[config.mk]
export PLATFORM = sky130hd
export DESIGN_NAME = ahb_cmd_sequencer
export DESIGN_NICKNAME = d
export VERILOG_FILES = /design/src/rtl/ahb_cmd_sequencer.sv
export SDC_FILE = /design/constraint.sdc
export NUM_CORES = 1
export LEC_CHECK = 0
export CORE_AREA = 2 2 263 213
export DETAILED_ROUTE_END_ITERATION = 16
export DIE_AREA = 0 0 265 215
export GPL_TIMING_DRIVEN = 1
export PLACE_DENSITY = 0.84
export SLEW_MARGIN = 20
export SYNTH_ARGS = -nofsm -noshare
export SYNTH_HDL_FRONTEND = slang
export SYNTH_SLANG_ARGS = --single-unit
[constraint.sdc]
create_clock -name hclk -period 4.64 [get_ports hclk]
set_clock_uncertainty 0.15 [all_clocks]
set_input_delay 0.928 -clock hclk [delete_from_list [all_inputs] [get_ports hclk]]
set_output_delay 0.928 -clock hclk [all_outputs]
set_load 0.1 [all_outputs]
[src/rtl/ahb_cmd_sequencer.sv]
// ahb_cmd_sequencer: buffers AHB transaction descriptors and write words, then replays
// them onto the master's ext_*/start_trans/stop_trans request interface with fixed phasing.
// Ports: hclk/hresetn (sync, active-low); cmd_* descriptor stream (valid/ready);
// wd_* write-data stream (valid/ready); start_trans/stop_trans/ext_* master request;
// busy (work pending), cmd_err (descriptor dropped).
// Optional: define AHB_SEQ_STATS_EN to add txn_count (completed transactions, 16-bit wrap).
module ahb_cmd_sequencer #(
  parameter int ADDR_WIDTH  = 32,
  parameter int DATA_WIDTH  = 32,
  parameter int CMD_DEPTH   = 4,
  parameter int WDATA_DEPTH = 16
) (
  input  logic                  hclk,
  input  logic                  hresetn,
  input  logic                  cmd_valid,
  output logic                  cmd_ready,
  input  logic [ADDR_WIDTH-1:0] cmd_addr,
  input  logic                  cmd_write,
  input  logic [2:0]            cmd_burst,
  input  logic [2:0]            cmd_size,
  input  logic [4:0]            cmd_len,
  input  logic                  wd_valid,
  output logic                  wd_ready,
  input  logic [DATA_WIDTH-1:0] wd_data,
  output logic                  start_trans,
  output logic                  stop_trans,
  output logic [ADDR_WIDTH-1:0] ext_haddr,
  output logic                  ext_hwrite,
  output logic [2:0]            ext_hburst,
  output logic [2:0]            ext_hsize,
  output logic [DATA_WIDTH-1:0] ext_hwdata,
  output logic                  busy,
  output logic                  cmd_err
`ifdef AHB_SEQ_STATS_EN
  ,
  output logic [15:0]           txn_count
`endif
);
  localparam int CA = $clog2(CMD_DEPTH);
  localparam int WA = $clog2(WDATA_DEPTH);
  localparam int MAX_SIZE = $clog2(DATA_WIDTH / 8);
  localparam logic [2:0] S_IDLE = 3'd0;
  localparam logic [2:0] S_ADDR = 3'd1;
  localparam logic [2:0] S_DATA = 3'd2;
  localparam logic [2:0] S_STOP = 3'd3;
  localparam logic [2:0] S_GAP  = 3'd4;
  // Beat count and legality are resolved at push so the IDLE launch check is a plain compare.
  typedef struct packed {
    logic [ADDR_WIDTH-1:0] addr;
    logic                  write;
    logic [2:0]            burst;
    logic [2:0]            size;
    logic [4:0]            nb;
    logic                  bad;
  } cmd_t;
  cmd_t cmd_mem [CMD_DEPTH];
  cmd_t cmd_in, head;
  logic [CA-1:0] cmd_wp, cmd_rp;
  logic [CA:0] cmd_cnt, cmd_cnt_nxt;
  logic cmd_push, cmd_pop;
  logic [DATA_WIDTH-1:0] wd_mem [WDATA_DEPTH];
  logic [WA-1:0] wd_wp, wd_rp;
  logic [WA:0] wd_cnt;
  logic wd_push, wd_pop;
  logic [2:0] state, nxt;
  logic [4:0] nbeats, beat;
  logic launch, drop, last_beat;
  assign cmd_ready = cmd_cnt != (CA + 1)'(CMD_DEPTH);
  assign wd_ready = wd_cnt != (WA + 1)'(WDATA_DEPTH);
  assign cmd_push = cmd_valid && cmd_ready;
  assign wd_push = wd_valid && wd_ready;
  assign head = cmd_mem[cmd_rp];
  always_comb begin
    cmd_in.addr = cmd_addr;
    cmd_in.write = cmd_write;
    cmd_in.burst = cmd_burst;
    cmd_in.size = cmd_size;
    cmd_in.nb = cmd_burst == 3'd0 ? 5'd1 :
                cmd_burst == 3'd1 ? (cmd_len == 5'd0 ? 5'd1 : cmd_len > 5'd16 ? 5'd16 : cmd_len) :
                cmd_burst[2:1] == 2'b01 ? 5'd4 :
                cmd_burst[2:1] == 2'b10 ? 5'd8 : 5'd16;
    cmd_in.bad = int'(cmd_size) > MAX_SIZE;
    // Illegal heads are discarded without waiting for write data.
    drop = state == S_IDLE && cmd_cnt != '0 && head.bad;
    launch = state == S_IDLE && cmd_cnt != '0 && !head.bad &&
             (!head.write || int'(wd_cnt) >= int'(head.nb));
    cmd_pop = launch || drop;
    cmd_cnt_nxt = cmd_cnt + (CA + 1)'(cmd_push) - (CA + 1)'(cmd_pop);
    last_beat = beat == nbeats - 5'd1;
    // A word is fetched on the edge entering each DATA cycle, so beat i shows at ADDR+1+i.
    wd_pop = ext_hwrite && (state == S_ADDR || (state == S_DATA && !last_beat));
    nxt = state == S_IDLE ? (launch ? S_ADDR : S_IDLE) :
          state == S_ADDR ? S_DATA :
          state == S_DATA ? (last_beat ? S_STOP : S_DATA) :
          state == S_STOP ? S_GAP : S_IDLE;
  end
  always_ff @(posedge hclk) begin
    if (cmd_push) cmd_mem[cmd_wp] <= cmd_in;
    if (wd_push) wd_mem[wd_wp] <= wd_data;
  end
  always_ff @(posedge hclk) begin
    if (!hresetn) begin
      state <= S_IDLE;
      cmd_wp <= '0;
      cmd_rp <= '0;
      cmd_cnt <= '0;
      wd_wp <= '0;
      wd_rp <= '0;
      wd_cnt <= '0;
      nbeats <= '0;
      beat <= '0;
      start_trans <= 1'b0;
      stop_trans <= 1'b0;
      busy <= 1'b0;
      cmd_err <= 1'b0;
      ext_haddr <= '0;
      ext_hwrite <= 1'b0;
      ext_hburst <= '0;
      ext_hsize <= '0;
      ext_hwdata <= '0;
    end else begin
      state <= nxt;
      start_trans <= nxt == S_ADDR || nxt == S_DATA;
      stop_trans <= nxt == S_STOP;
      busy <= nxt != S_IDLE || cmd_cnt_nxt != '0;
      cmd_err <= drop;
      beat <= state == S_DATA ? beat + 5'd1 : 5'd0;
      cmd_cnt <= cmd_cnt_nxt;
      wd_cnt <= wd_cnt + (WA + 1)'(wd_push) - (WA + 1)'(wd_pop);
      if (cmd_push) cmd_wp <= cmd_wp + 1'b1;
      if (cmd_pop) cmd_rp <= cmd_rp + 1'b1;
      if (wd_push) wd_wp <= wd_wp + 1'b1;
      if (wd_pop) wd_rp <= wd_rp + 1'b1;
      if (wd_pop) ext_hwdata <= wd_mem[wd_rp];
      if (launch) begin
        ext_haddr <= head.addr;
        ext_hwrite <= head.write;
        ext_hburst <= head.burst;
        ext_hsize <= head.size;
        nbeats <= head.nb;
      end
    end
  end
`ifdef AHB_SEQ_STATS_EN
  always_ff @(posedge hclk) begin
    if (!hresetn) txn_count <= '0;
    else if (state == S_STOP) txn_count <= txn_count + 16'd1;
  end
`endif
endmodule

==> results of run 1 <==
[synth_stat cells (3+ instances only)]
| cell type | number | area (µm²) |
|---|---|---|
| dfxtp_1 | 110 | 2200 |
| nor2b_1 | 3 | 18.8 |
| ha_1 | 26 | 325 |
| o21ai_1 | 20 | 100 |
| nand2_1 | 47 | 176 |
| mux4_2 | 173 | 3900 |
| and3_1 | 6 | 37.5 |
| xor2_1 | 10 | 87.6 |
| xnor2_1 | 9 | 78.8 |
| nand3_1 | 46 | 230 |
| a22o_1 | 3 | 26.3 |
| a21oi_1 | 82 | 410 |
| edfxtp_1 | 692 | 20800 |
| inv_1 | 26 | 97.6 |
| buf_1 | 6 | 22.5 |
| o21ai_0 | 63 | 315 |
| nor3_1 | 9 | 45.0 |
| buf_2 | 28 | 140 |
| nand2b_1 | 11 | 68.8 |
| clkbuf_1 | 64 | 240 |
| a22oi_1 | 64 | 480 |
| and2_1 | 10 | 62.6 |
| mux2i_1 | 5 | 50.1 |
| nor2_1 | 35 | 131 |
| buf_4 | 3 | 22.5 |
| o211ai_1 | 34 | 255 |
| buf_6 | 4 | 45.0 |
[power groups by stage]
stage	combinational, µW	clock [µW]	sequential, µW
detailed placement	3870	0	8760
global route	4150	7340	8660
floorplan	1900	0	9610
global placement	3770	0	8720
finish	3920	7020	8620
CTS	3920	7080	8620
[metrics by stage]
step | hold WS [ns] | total power [µW] | util [%] | setup WS [ns]
6_report | 0.331 | 19600 | 66.4 | 0.466
5_1_grt | 0.348 | 20100 | 66.4 | 0.256
4_1_cts | 0.328 | 19600 | 66.2 | 0.446
3_5_place_dp | 0.320 | 12600 | 61.0 | 0.521
3_3_place_gp | 0.310 | 12500 | 61.0 | 0.611
2_1_floorplan | 0.291 | 11500 | - | 0.503
[state kept, by name, summed over array words and instances, names as in the netlist, 4 cells and up, named ones only]
signal      cells
wd_wp           4
beat            5
wd_rp           4
wd_mem        512
wd_cnt          5
ext_hwdata     32
ext_haddr      32
cmd_mem       180
nbeats          5
[cell families (layout without fill, tap and decap cells)]
kind of cell	after synthesis	after routing
mux	178	178
flops	802	802
simple gates	179	179
compound gates	283	283
fa+ha+maj	28	28
xor+xnor	19	19
buf+inv	133	378
other cells	0	3
[layer usage]
layer	wire length (µm)	global-route usage, %	vias up
met5	13	0	-
met4	2330	9.15	2
met3	6500	5.39	171
met2	35500	41.1	994
met1	27700	35.5	8656
li1	-	-	6940
[layout make-up]
class / instances / area (µm²) / share of cell area, %
Clock inverter: 47 / 778 / 2.15
Clock buffer: 96 / 2080 / 5.74
Sequential cell: 802 / 23000 / 63.5
Antenna cell: 3 / 7.51 / 0.0207
Inverter: 27 / 103 / 0.283
Tap cell: 711 / 890 / 2.46
Timing Repair Buffer: 208 / 2070 / 5.73
Multi-Input combinational cell: 687 / 7300 / 20.2
[how the worst max path moves through the flow]
stage	start	to	depth (start not counted)
floorplan	flip-flop	busy	16
global placement	flip-flop	busy	15
detailed placement	flip-flop	busy	15
global route	flip-flop	busy	15
finish	flip-flop	busy	15
CTS	flip-flop	busy	15
[worst register-to-register path, delay by kind of cell (launching register included)]
kind / cells / cell delay [ns]
mux: 1 / 0.58
buf+inv: 3 / 0.53
fa+ha+maj: 4 / 1.19
simple gates: 2 / 0.26
flops: 1 / 0.39
compound gates: 5 / 0.96
==> qor.txt, run 1 <==
P_int: 13900 µW
crit path max fanout: 22
maximum vdd drop: 0.377 mV
largest net degree at the start of global routing: 66
Placement Cell Area: 33300 µm²
vias in the first global route: 17295
Clock Latency Late Sink: 0.63 ns
Comb pwr share: 20.0%
max_slew headroom: 26.0%
most common cell after layout, fill and taps aside: edfxtp_1
WP data required: 4.99 ns
wirelength, routed: 72000 µm
Top delay family on crit path: adder cells
Final TNS setup: 0 ns
# DRC: 0
Slowest Stage Delay on Critical Path: 0.58 ns
Sw Pwr: 5700 µW
HP Class: flip-flop to flip-flop
# rows: 77
Vias: 16763
final design area excluding fillers: 36200 µm²
Mapped Cells: 1622
hold_buf cts: 0
reg2reg end: busy
Crit. End Element: flip-flop
mux share of post-synthesis cell area: 12.9%
Pleak: 0.0115 µW
Post-DP HPWL: 39900 µm
die height: 215 µm
CTS buffer count: 77
core area: 54500 µm²
Worst Hold Endpoint: ext_haddr[24]
Clk network pwr share: 35.9%
share of layout cells above drive strength 1: 20.8%
PortBufs: 156
PwrDens: 540 nW/µm²
Hold Crit Depth: 2
# Post-CTS Setup Buffers: 0
simple-gate share of the synthesized area: 2.88%
Post-Synthesis Cell Area: 30700 µm²
Max Slew Vio Count: 0
Net Count, Synth: 1730
CP max-delay cell: mux4_2
ANT nets after route: 0
Die Span X: 265 µm
CTS sink cnt: 802
Post-Synth XOR/XNOR Area: 0.542%
Seq/Total Area, Yosys: 74.9%
FF+latch count, synth: 802
global-route wire length before repair: 109000 µm
most frequent CP cell: ha_1
CTS tree: built
Tcrit/Tclk final: 90.0%
critical path arrival: 4.53 ns
placed insts: 2431
min-delay src: ext_haddr[24]
drt wl/cell: 27.9 µm
Synth Area per Inst: 18.9 µm²
switching part of the total: 29.1%
DR vias/cell: 6.49
Max-Cap Viols: 0
Max Clock Freq: 240 MHz
fillers: 3351
CTS root buf: clkbuf_16
Synth Area in Compound Gates: 5.73%
Area Overhead vs Synth: 18.1%
Worst Setup Start Kind: flip-flop
r2r setup slk: 0.47 ns
post-CTS resize count: 0
Synth Warn #: 0
GRT Util Overall: 25.7%
initial antenna violation count: 5
Final Hold Violating Endpoints: 0
Clock Tree Buf Depth: 3
commonest non-fill, non-tap cells in the layout: 692 x edfxtp_1, 173 x mux4_2, 156 x clkdlybuf4s50_1
Synth Area in Adders: 1.19%
Final min period: 4.17 ns
GPL Wtd Cong: 0.791
number of flops mapped to enable cells by yosys: 692
DRT Pass-1 Iters: 6
Worst Reg-to-Reg Cells: 15
Initial Utilization: 56.3%
status: completed
worst-margin pin slew: 1.11 ns
CP cell instances: buf_4 > mux4_2 > inv_1 > ha_1 > o21ai_0 > nand2b_1 > a31o_1 > o21a_1 > ha_1 > inv_1 > ha_1 > fa_1 > nor2_1 > o21ai_0 > o31a_1
RSZ-0062 raised after global routing: no
Sequential Power Share: 44.1%
Ports: 157
WP buf/inv: 3
asr flop ratio synth: 0%
gr ovfl total: 0
combinational family with the most area after synthesis: multiplexers
Synth Flop Type: edfxtp_1
post-synth cell types: 53
DIE AREA: 57000 µm²
final-report setup violation count: 0
Non-Filler Instances: 2581
register clock-pin slew on the reported worst setup and hold paths: 0.07 ns
CP Class: flip-flop to flip-flop
CTS H-tree lvls: 3
Nets: 1911
Initial DRC Count: 2290
Note: power is estimated with default switching activity, not from simulation.
==> inputs of run 2 (changes only) <==
Clock period 4.64 ns to 5.15 ns, I/O delays scaled along.
==> qor.txt, run 2 (synthesized netlist as in run 1, its figures left out) <==
status: completed (unchanged)
CTS H-tree lvls: 3 (unchanged)
ANT nets after route: 0 (unchanged)
commonest non-fill, non-tap cells in the layout: 692 x edfxtp_1, 173 x mux4_2, 156 x clkdlybuf4s50_1 (unchanged)
GPL Wtd Cong: 0.797 (was 0.791)
Max-Cap Viols: 0 (unchanged)
wirelength, routed: 71300 µm (was 72000 µm)
Max Slew Vio Count: 0 (unchanged)
Max Clock Freq: 236 MHz (was 240 MHz)
WP data required: 5.48 ns (was 4.99 ns)
Clock Tree Buf Depth: 3 (unchanged)
CP Class: flip-flop to flip-flop (unchanged)
worst-margin pin slew: 1.11 ns (about the same)
Final min period: 4.23 ns (was 4.17 ns)
Tcrit/Tclk final: 82.1% (was 90.0%)
Worst Setup Start Kind: flip-flop (unchanged)
largest net degree at the start of global routing: 80 (was 66)
die height: 215 µm (unchanged)
max reg flops: 512 (unchanged)
hold_buf cts: 0 (unchanged)
# rows: 77 (unchanged)
gr ovfl total: 0 (unchanged)
fillers: 3451 (was 3351)
DR vias/cell: 6.50 (was 6.49)
Die Span X: 265 µm (unchanged)
post-CTS resize count: 0 (unchanged)
share of layout cells above drive strength 1: 19.4% (was 20.8%)
RSZ-0062 raised after global routing: no (unchanged)
Clock Latency Late Sink: 0.62 ns (was 0.63 ns)
max_slew headroom: 25.9% (was 26.0%)
min-delay src: ext_haddr[13] (was ext_haddr[24])
core area: 54500 µm² (unchanged)
Final Hold Violating Endpoints: 0 (unchanged)
maximum vdd drop: 0.308 mV (was 0.377 mV)
met2 Use GR: 41.1% (about the same)
CTS tree: built (unchanged)
met1 usage: 34.9% (was 35.5%)
register area: 23000 µm² (about the same)
register clock-pin slew on the reported worst setup and hold paths: 0.06 ns (was 0.07 ns)
Initial DRC Count: 2270 (was 2290)
Area Overhead vs Synth: 16.3% (was 18.1%)
Post-DP HPWL: 39100 µm (was 39900 µm)
CTS root buf: clkbuf_16 (unchanged)
global-route wire length before repair: 107000 µm (was 109000 µm)
# Post-CTS Setup Buffers: 0 (unchanged)
GRT Util Overall: 25.4% (was 25.7%)
final-report setup violation count: 0 (unchanged)
Nets: 1902 (was 1911)
drt wl/cell: 27.8 µm (was 27.9 µm)
DRT Pass-1 Iters: 6 (unchanged)
# DRC: 0 (unchanged)
Pleak: 0.0113 µW (was 0.0115 µW)
PwrDens: 472 nW/µm² (was 540 nW/µm²)
CTS sink cnt: 802 (unchanged)
busiest grt layer: met2 (unchanged)
PortBufs: 156 (unchanged)
largest registers: wd_mem x512, cmd_mem x180 (unchanged)
CTS buffer count: 76 (was 77)
Crit. End Element: flip-flop (unchanged)
ant diodes: 0 (was 3)
critical path arrival: 4.56 ns (was 4.53 ns)
Initial Utilization: 56.3% (unchanged)
crit path max fanout: 22 (unchanged)
vias in the first global route: 17151 (was 17295)
area occupied by multi-input gates: 7280 µm² (was 7300 µm²)
Reg with most FFs: wd_mem (unchanged)
initial antenna violation count: 2 (was 5)
Ports: 157 (unchanged)
Global Route met3 Usage: 5.26% (was 5.39%)
HP Class: flip-flop to flip-flop (unchanged)
Final TNS setup: 0 ns (unchanged)
Vias: 16681 (was 16763)
Finished Core Util: 65.4% (was 66.4%)
most common cell after layout, fill and taps aside: edfxtp_1 (unchanged)
DIE AREA: 57000 µm² (unchanged)
[run 2: cell types whose count changed in the layout (fill, tap and decap cells not counted), moves of 3 or more]
cell       previous run  this run
clkinv_2             13        10
clkbuf_1             12        21
nor3_4                4         0
clkinv_1              5        12
nor3_2                1         5
bufinv_16            18         7
buf_4                44        40
diode_2               3         0
[run 2: where the power goes]
group	total [µW]	switching [µW]	internal [µW]	leakage (µW)
Combinational	3520	2360	1160	0.00290
Clock	5550	2370	3180	0.00119
Sequential	7760	235	7530	0.00717
Total	16800	4960	11900	0.0113
[run 2: per-layer routing]
layer	wire length (µm)	vias up
met5	28	-
met4	2300	4
met3	6400	178
met2	35300	1004
met1	27300	8583
li1	-	6912
[run 2: worst paths after layout]
path,endpoint,slack [ns],cells past startpoint
worst max-delay path,busy,0.92,15
worst min register to register,ext_haddr[13],0.33,2
worst max register to register,busy,0.92,15
worst min-delay path,ext_haddr[13],0.33,2
[run 2: metrics by stage]
step	hold WS (ns)	total power [µW]	setup WS (ns)	instances	area [µm²]
final	0.328	16800	0.922	2566	35700
after global routing	0.355	17400	0.646	2566	35700
after CTS	0.328	16900	0.893	2566	35700
after detailed placement	0.318	11400	0.947	2427	33200
after global placement	0.312	11200	0.975	2426	33200
after floorplan	0.291	10400	0.295	1622	30700
[run 2: layout make-up]
class / count / area share [%]
inverter: 27 / 0.288
clock buffer: 102 / 5.78
tap: 711 / 2.49
clock inverter: 37 / 1.12
timing repair buffer: 200 / 5.46
sequential: 802 / 64.5
multi-input combinational: 687 / 20.4
[run 2: worst max-delay path, stage by stage (launching register included)]
cell      delay [ns]
dfxtp_2         0.37
buf_4           0.43
mux4_2          0.61
inv_1           0.08
ha_1            0.22
o21ai_0         0.16
nand2b_1        0.12
a31o_1          0.26
o21a_1          0.23
ha_1            0.29
inv_1           0.04
ha_1            0.18
fa_1            0.48
nor2_1          0.11
o21ai_0         0.09
o31a_1          0.26
==> inputs of run 3 (changes only) <==
Clock period 5.15 ns to 4.2 ns, I/O delays scaled along.
==> qor.txt, run 3 (synthesized netlist as in run 1, its figures left out) <==
DIE AREA: 57000 µm² (unchanged)
Reg with most FFs: wd_mem (unchanged)
max_slew headroom: 25.9% (about the same)
largest registers: wd_mem x512, cmd_mem x180 (unchanged)
Die Span X: 265 µm (unchanged)
CTS H-tree lvls: 3 (unchanged)
core area: 54500 µm² (unchanged)
register clock-pin slew on the reported worst setup and hold paths: 0.07 ns (was 0.06 ns)
CTS sink cnt: 802 (unchanged)
Max Clock Freq: 246 MHz (was 236 MHz)
Final min period: 4.06 ns (was 4.23 ns)
die height: 215 µm (unchanged)
commonest non-fill, non-tap cells in the layout: 692 x edfxtp_1, 173 x mux4_2, 155 x clkdlybuf4s50_1 (was 692 x edfxtp_1, 173 x mux4_2, 156 x clkdlybuf4s50_1)
post-CTS resize count: 0 (unchanged)
Final Hold Violating Endpoints: 0 (unchanged)
HP Class: flip-flop to flip-flop (unchanged)
PortBufs: 156 (unchanged)
most common cell after layout, fill and taps aside: edfxtp_1 (unchanged)
Max-Cap Viols: 0 (unchanged)
Vias: 16750 (was 16681)
Finished Core Util: 66.2% (was 65.4%)
Tcrit/Tclk final: 96.6% (was 82.1%)
CTS buffer count: 77 (was 76)
final-report setup violation count: 0 (unchanged)
Max Slew Vio Count: 0 (unchanged)
CTS root buf: clkbuf_16 (unchanged)
CTS tree: built (unchanged)
GPL Wtd Cong: 0.796 (was 0.797)
# rows: 77 (unchanged)
wirelength, routed: 71500 µm (was 71300 µm)
global-route wire length before repair: 107000 µm (about the same)
Non-Filler Instances: 2582 (was 2566)
Initial DRC Count: 2213 (was 2270)
CP Class: flip-flop to flip-flop (unchanged)
Worst Setup Start Kind: flip-flop (unchanged)
GRT Util Overall: 25.4% (about the same)
gr ovfl total: 0 (unchanged)
DR vias/cell: 6.49 (was 6.50)
Pleak: 0.0114 µW (was 0.0113 µW)
Post-DP HPWL: 39300 µm (was 39100 µm)
Area Overhead vs Synth: 17.6% (was 16.3%)
Nets: 1916 (was 1902)
share of layout cells above drive strength 1: 20.6% (was 19.4%)
DRT Pass-1 Iters: 5 (was 6)
largest net degree at the start of global routing: 66 (was 80)
drt wl/cell: 27.7 µm (was 27.8 µm)
Ports: 157 (unchanged)
status: completed (unchanged)
WP data required: 4.54 ns (was 5.48 ns)
# DRC: 0 (unchanged)
crit path max fanout: 6 (was 22)
critical path arrival: 4.40 ns (was 4.56 ns)
worst-margin pin slew: 1.11 ns (about the same)
initial antenna violation count: 3 (was 2)
maximum vdd drop: 0.412 mV (was 0.308 mV)
PwrDens: 581 nW/µm² (was 472 nW/µm²)
Crit. End Element: flip-flop (unchanged)
Final TNS setup: 0 ns (unchanged)
fillers: 3377 (was 3451)
hold slack final: 0.324 ns (was 0.328 ns)
Clock Latency Late Sink: 0.63 ns (was 0.62 ns)
Initial Utilization: 56.3% (unchanged)
max reg flops: 512 (unchanged)
Clock Tree Buf Depth: 3 (unchanged)
ANT nets after route: 0 (unchanged)
vias in the first global route: 17306 (was 17151)
placed insts: 2433 (was 2427)
## run 3: path summary, 6_finish.rpt
check,slack [ns],startpoint,depth (start not counted),endpoint
max reg2reg,0.14,flip-flop,13,busy
min,0.32,ext_haddr[27],2,ext_haddr[27]
min reg2reg,0.32,ext_haddr[27],2,ext_haddr[27]
max,0.14,flip-flop,13,busy
## run 3: per-layer routing
layer  vias up  share of wire, %  GRT usage (%)
met5         -             0.032              0
met4         4               2.8           8.70
met3       157               9.0           5.48
met2      1013                50           41.0
met1      8636                38           34.8
li1       6940                 -              -
## run 3: what timing repair did
action                     in CTS  in global routing
setup buffers                   0                  3
hold buffers                    0                  0
setup endpoints to repair       0                  1
## run 3: cell type report
type	count	area, µm²	share of cell area (%)
clock inverters	43	483	1.34
clock buffers	98	2120	5.87
well taps	711	890	2.47
multi-input cells	687	7300	20.2
flip-flops and latches	802	23000	63.7
diodes	1	2.50	0.00693
inverters	27	103	0.284
repair buffers	213	2190	6.07
## run 3: stage by stage
stage / setup WS, ns / instance area, µm² / total power (µW)
6_report: 0.142 / 36100 / 21000
3_3_place_gp: 0.233 / 33300 / 13800
2_1_floorplan: 0.0634 / 30700 / 12700
3_5_place_dp: 0.206 / 33300 / 14000
4_1_cts: 0.141 / 35900 / 21000
5_1_grt: -0.00500 / 36100 / 21600
## run 3: worst max-delay path, stage by stage, from the launching register on
cell and delay (ns):
dfxtp_4 0.40, mux4_2 0.53, ha_1 0.30, nand2b_1 0.15
a2111o_1 0.44, a31o_1 0.28, o21a_1 0.23, ha_1 0.29
inv_1 0.04, ha_1 0.20, fa_1 0.48, nor2_1 0.10
o21ai_0 0.08, o31a_1 0.26
## run 3: report_power, final
part           total [µW]  internal (µW)  switching, µW
combinational        4370           1430           2930
sequential           9510           9230            276
clock                7080           4100           2980
